$ cat src/rtl/uart_tx_serializer_if.sv
// Byte handshake and serial line between the TX controller and the serializer.
// The controller drives the byte and its parity options; the serializer returns the line and Busy.
interface uart_tx_serializer_if #(
  parameter int DATA_WIDTH = 8
);

  logic [DATA_WIDTH-1:0] P_DATA;
  logic                  Data_Valid;
  logic                  PAR_EN;
  logic                  PAR_TYP;
  logic                  TX_OUT;
  logic                  Busy;

  modport master (
    output P_DATA,
    output Data_Valid,
    output PAR_EN,
    output PAR_TYP,
    input  TX_OUT,
    input  Busy
  );

  modport slave (
    input  P_DATA,
    input  Data_Valid,
    input  PAR_EN,
    input  PAR_TYP,
    output TX_OUT,
    output Busy
  );

endinterface

$ cat src/rtl/uart_tx_serializer.sv
// UART frame serializer: start bit, DATA_WIDTH data bits LSB first, optional parity, stop bit.
// Sends one bit per baud clock; TX_OUT and Busy are registered.
module uart_tx_serializer #(
  parameter int DATA_WIDTH = 8
) (
  input  logic                  TXCont_CLK,
  input  logic                  TXCont_RST,
  uart_tx_serializer_if.slave   bus
);

  localparam int CNT_W = (DATA_WIDTH > 1) ? $clog2(DATA_WIDTH) : 1;
  localparam logic [CNT_W-1:0] LAST_BIT = CNT_W'(DATA_WIDTH - 1);

  localparam logic [2:0] IDLE   = 3'd0;
  localparam logic [2:0] START  = 3'd1;
  localparam logic [2:0] DATA   = 3'd2;
  localparam logic [2:0] PARITY = 3'd3;
  localparam logic [2:0] STOP   = 3'd4;

  logic [2:0]            state;
  logic [DATA_WIDTH-1:0] shift_reg;
  logic [CNT_W-1:0]      bit_cnt;
  logic                  par_bit;
  logic                  par_en_lat;
  logic                  tx_out;
  logic                  busy;

  assign bus.TX_OUT = tx_out;
  assign bus.Busy   = busy;

  // Outputs are loaded on the same edge as the state, so they always describe the state just entered.
  always_ff @(posedge TXCont_CLK or negedge TXCont_RST) begin
    if (!TXCont_RST) begin
      state      <= IDLE;
      shift_reg  <= '0;
      bit_cnt    <= '0;
      par_bit    <= 1'b0;
      par_en_lat <= 1'b0;
      tx_out     <= 1'b1;
      busy       <= 1'b0;
    end else begin
      case (state)
        IDLE: begin
          if (bus.Data_Valid) begin
            shift_reg  <= bus.P_DATA;
            par_en_lat <= bus.PAR_EN;
            par_bit    <= (^bus.P_DATA) ^ bus.PAR_TYP;
            state      <= START;
            tx_out     <= 1'b0;
            busy       <= 1'b1;
          end else begin
            tx_out <= 1'b1;
            busy   <= 1'b0;
          end
        end
        START: begin
          bit_cnt   <= '0;
          tx_out    <= shift_reg[0];
          shift_reg <= shift_reg >> 1;
          busy      <= 1'b1;
          state     <= DATA;
        end
        DATA: begin
          busy <= 1'b1;
          if (bit_cnt == LAST_BIT) begin
            if (par_en_lat) begin
              state  <= PARITY;
              tx_out <= par_bit;
            end else begin
              state  <= STOP;
              tx_out <= 1'b1;
            end
          end else begin
            bit_cnt   <= bit_cnt + CNT_W'(1);
            tx_out    <= shift_reg[0];
            shift_reg <= shift_reg >> 1;
          end
        end
        PARITY: begin
          state  <= STOP;
          tx_out <= 1'b1;
          busy   <= 1'b1;
        end
        STOP: begin
          // Always pass through IDLE so the controller sees Busy drop between bytes.
          state  <= IDLE;
          tx_out <= 1'b1;
          busy   <= 1'b0;
        end
        default: begin
          state  <= IDLE;
          tx_out <= 1'b1;
          busy   <= 1'b0;
        end
      endcase
    end
  end

endmodule

$ cat src/flat_wrapper.sv
// flat-port wrapper written by rule: the top's interface ports become plain ports
module uart_tx_serializer_flat 
#(
  parameter int DATA_WIDTH = 8
)
  (TXCont_CLK, TXCont_RST, bus_P_DATA, bus_Data_Valid, bus_PAR_EN, bus_PAR_TYP, bus_TX_OUT, bus_Busy);
  uart_tx_serializer_if #(.DATA_WIDTH(DATA_WIDTH)) bus_i ();
  input  logic TXCont_CLK;
  input  logic TXCont_RST;
  input wire logic [$bits(bus_i.P_DATA)-1:0] bus_P_DATA;
  input wire logic [$bits(bus_i.Data_Valid)-1:0] bus_Data_Valid;
  input wire logic [$bits(bus_i.PAR_EN)-1:0] bus_PAR_EN;
  input wire logic [$bits(bus_i.PAR_TYP)-1:0] bus_PAR_TYP;
  output wire logic [$bits(bus_i.TX_OUT)-1:0] bus_TX_OUT;
  output wire logic [$bits(bus_i.Busy)-1:0] bus_Busy;
  assign bus_i.P_DATA = bus_P_DATA;
  assign bus_i.Data_Valid = bus_Data_Valid;
  assign bus_i.PAR_EN = bus_PAR_EN;
  assign bus_i.PAR_TYP = bus_PAR_TYP;
  assign bus_TX_OUT = bus_i.TX_OUT;
  assign bus_Busy = bus_i.Busy;
  uart_tx_serializer #(.DATA_WIDTH(DATA_WIDTH)) u_core (.TXCont_CLK(TXCont_CLK), .TXCont_RST(TXCont_RST), .bus(bus_i));
endmodule
$ cat config.mk
export PLATFORM = sky130hd
export DESIGN_NAME = uart_tx_serializer_flat
export DESIGN_NICKNAME = d
export VERILOG_FILES = /design/src/rtl/uart_tx_serializer_if.sv /design/src/rtl/uart_tx_serializer.sv /design/src/flat_wrapper.sv
export SDC_FILE = /design/constraint.sdc
export NUM_CORES = 1
export LEC_CHECK = 0
export BUFFER_PORTS_ARGS = -buffer_cell sky130_fd_sc_hd__buf_2
export CORE_MARGIN = 3
export CORE_UTILIZATION = 30
export CTS_BUF_LIST = sky130_fd_sc_hd__clkbuf_16
export CTS_CLUSTER_DIAMETER = 80
export DETAILED_ROUTE_END_ITERATION = 16
export PLACE_DENSITY = 0.46
export REMOVE_ABC_BUFFERS = 1
export SYNTH_ARGS = -nofsm -noshare
export SYNTH_HDL_FRONTEND = slang
export SYNTH_SLANG_ARGS = --single-unit
$ cat constraint.sdc
create_clock -name TXCont_CLK -period 2.75 [get_ports TXCont_CLK]
set_clock_uncertainty 0.2 [all_clocks]
set_input_delay 0.825 -clock TXCont_CLK [delete_from_list [all_inputs] [get_ports TXCont_CLK]]
set_output_delay 0.825 -clock TXCont_CLK [all_outputs]
set_load 0.02 [all_outputs]
==> flow_summary.ini <==
[setup_path]
ff2ff_path_depth = 5
cp_slowest_stage_delay_ps = 400
path_common_cell = ha_1
end_kind = flip-flop
arrival_ps = 1950
cp-start-kind = flip-flop
r2r-end = u_core.shift_reg[7]
path_cells = ha_1 -> ha_1 -> o21a_1 -> nor3_4 -> mux2_2
slowest_stage = dfrtp_1
regToRegSetupSlack_ps = 730
crit_path_max_fanout = 7
r2r_start = u_core.bit_cnt[0]
worst_ep_required_time_ps = 2680
critical_path_class = flip-flop to flip-flop

[finish]
final_nets = 123
stdcell_area_sq_um = 1156
fill_cells = 317
regArea_sq_um = 451.7
multi_input_area_sq_um = 485.5
syn2layout_area_growth_pct = 18.92
drive_gt1_share_pct = 25.23
diodes = 0
largest_register_ffs = 8

[timing]
drv_slew = 0
period_share_pct = 73.45
tightest_slew_ps = 400.8
finalHoldViolCount = 0
fmax_mhz = 495.1
setup_viol = 0
setup-tns-final_ps = 0
max_slew_margin_pct = 73.28
min_period_ps = 2020
rsz0062_at_grt = no

[power_and_ir_drop]
ir_drop_mv = 0.2756
combPwrFrac_pct = 42.4
p_leak_nw = 0.5181
cellPowerDensity_nw_per_um2 = 1199
power_switching_w = 0.0005145
seqPwrFrac_pct = 36.7
p_int_w = 0.0008714
switching_share_pct = 37.12
p_clk_share_pct = 20.9

[global_routing]
grt_start_max_net_pins = 19
track_usage_pct = 10.67
antenna_found_initial = 0
grt_pass1_wl_um = 3215
grt_pass1_vias = 712
grt-ovfl-total = 0

[yosys]
synth.avg_cell_area_sq_um = 10.57
ys_ff_latch = 18
yosys_warnings = 0
yosysSeqAreaShare_pct = 46.46
synth_cells = 92
syn-cell-area_sq_um = 972.2
ys_types = 29

[detailed_routing]
wirelength_um = 1791
drtIter0Drc = 7
via_per_inst = 4.609
dr_total_vias = 696
post-route-drc-count = 0
dr.pass1.iters = 2
wl_per_cell_um = 11.86
drtAntennaViolNets = 0

[floorplanning]
io_pins = 15
die_x_um = 62.93
rows = 20
coreArea_sq_um = 3078
die_y_um = 62.93
start_util_pct = 31.59
dieArea_sq_um = 3960

[placed_design]
postPlaceCellArea_sq_um = 1077
dp_hpwl_um = 1355
finalWeightedCongestion = 0.7019
io_buffers = 14

[job]
cap_violations = 0

[clock_tree]
cts_sinks = 18
cts_root_buf = clkbuf_16
cts_tree = done
htree_levels = 1
cts_hold_buf = 0
insertion_delay_ps = 250
path_clk_slew_ps = 50
cts_buffers = 3
cts.repair.resized = 0
cts_setup_buffers = 0
clockBufferDepth = 2

[worst_hold_path]
hp-class = primary input to async pin

[outcome]
status = completed
[synth_stat cells]
| cell | instances | area, sq um |
|---|---|---|
| nor2b_1 | 1 | 6.260 |
| nor3_4 | 1 | 16.27 |
| xnor2_1 | 6 | 52.55 |
| nand2_1 | 6 | 22.52 |
| a21oi_1 | 10 | 50.05 |
| nor2_1 | 11 | 41.29 |
| a22oi_1 | 2 | 15.01 |
| nand2b_1 | 1 | 6.260 |
| nor4b_2 | 1 | 15.01 |
| xnor3_2 | 1 | 23.77 |
| dfstp_2 | 1 | 26.28 |
| nor3_1 | 2 | 10.01 |
| nor3_2 | 1 | 10.01 |
| o21a_1 | 1 | 7.510 |
| mux2_4 | 1 | 15.01 |
| dfrtp_1 | 17 | 425.4 |
| o211ai_1 | 1 | 7.510 |
| nor2_4 | 1 | 11.26 |
| ha_1 | 2 | 25.02 |
| xor2_1 | 1 | 8.760 |
| and3_1 | 1 | 6.260 |
| or2_2 | 1 | 6.260 |
| mux2_2 | 1 | 11.26 |
| nor3b_1 | 1 | 7.510 |
| inv_1 | 2 | 7.510 |
| o21ai_0 | 6 | 30.03 |
| buf_2 | 1 | 5.000 |
| mux2i_1 | 8 | 80.08 |
| buf_4 | 3 | 22.52 |
[power groups by stage]
stage	Sequential [W]	Combinational (W)	Clock [W]
floorplan	0.000507	0.000447	0
global placement	0.000510	0.000588	0
detailed placement	0.000512	0.000598	0
CTS	0.000508	0.000600	0.000300
global route	0.000529	0.000674	0.000311
finish	0.000508	0.000588	0.000290
[layout by cell type (no fill, tap or decap), types with 2 or more instances in the layout]
cell and instances:
nor2_1 11, o21ai_0 6, mux2i_1 8, dfrtp_1 17, a22oi_1 2, nand2_1 6, clkbuf_16 3, ha_1 2
nor3_1 2, a21oi_1 10, inv_1 2, xnor2_1 6, buf_2 14
[kinds of logic (layout without fill, tap and decap cells)]
group	count (synthesis)	after routing	synth area share, %
AO/OA/AOI/OAI	20	20	11.33
XOR/XNOR	8	8	8.751
adder cells (fa/ha/maj)	2	2	2.574
buffers and inverters	6	21	3.603
flip-flops	18	18	46.46
multiplexers	10	10	10.94
AND/OR/NAND/NOR	28	28	16.35
[worst max-delay path by stage]
stage | slack [ps] | from | cells after the start | endpoint
after global placement | 530 | bus_P_DATA[2] | 5 | u_core.par_bit
after CTS | 720 | u_core.bit_cnt[0] | 5 | u_core.shift_reg[7]
after floorplan | 680 | bus_P_DATA[2] | 4 | u_core.par_bit
after detailed placement | 500 | bus_P_DATA[2] | 5 | u_core.par_bit
after global routing | 550 | u_core.bit_cnt[0] | 7 | u_core.shift_reg[4]
final | 730 | u_core.bit_cnt[0] | 5 | u_core.shift_reg[7]
[final cells by class]
| class | instances | share of cell area, % |
|---|---|---|
| Multi-Input combinational cell | 68 | 41.99 |
| Inverter | 2 | 0.6493 |
| Sequential cell | 18 | 39.07 |
| Clock inverter | 1 | 0.3247 |
| Clock buffer | 3 | 6.493 |
| Tap cell | 44 | 4.762 |
| Timing Repair Buffer | 15 | 6.710 |
[metal layers]
| metal | vias to the layer above | global-route usage [%] | share of wire [%] |
|---|---|---|---|
| met5 | - | 0 | 0 |
| met4 | 0 | 9.091 | 3.7 |
| met3 | 4 | 2.158 | 3.1 |
| met2 | 11 | 15.94 | 44 |
| met1 | 330 | 12.98 | 49 |
| li1 | 351 | - | - |
[stage by stage]
| step | worst slack (ps) | power, W | utilization, % | hold slack (ps) | cells |
|---|---|---|---|---|---|
| 2_1_floorplan | 677.9 | 0.0009548 | - | 272.6 | 88 |
| 3_3_place_gp | 525.6 | 0.001098 | 35.00 | 291.3 | 147 |
| 3_5_place_dp | 502.4 | 0.001110 | 35.00 | 299.0 | 147 |
| 4_1_cts | 717.2 | 0.001409 | 37.56 | 313.4 | 151 |
| 5_1_grt | 553.6 | 0.001514 | 37.56 | 329.4 | 151 |
| 6_report | 730.1 | 0.001386 | 37.56 | 294.2 | 151 |
[worst max-delay path: cells and delay by family (launching register included)]
family / cells / cell delay, ps
AOI/OAI and AO/OA: 1 / 240
adders and majority gates: 2 / 470
DFF: 1 / 400
muxes: 1 / 370
and+or+nand+nor: 1 / 220
(Power assumes the default switching activity.)
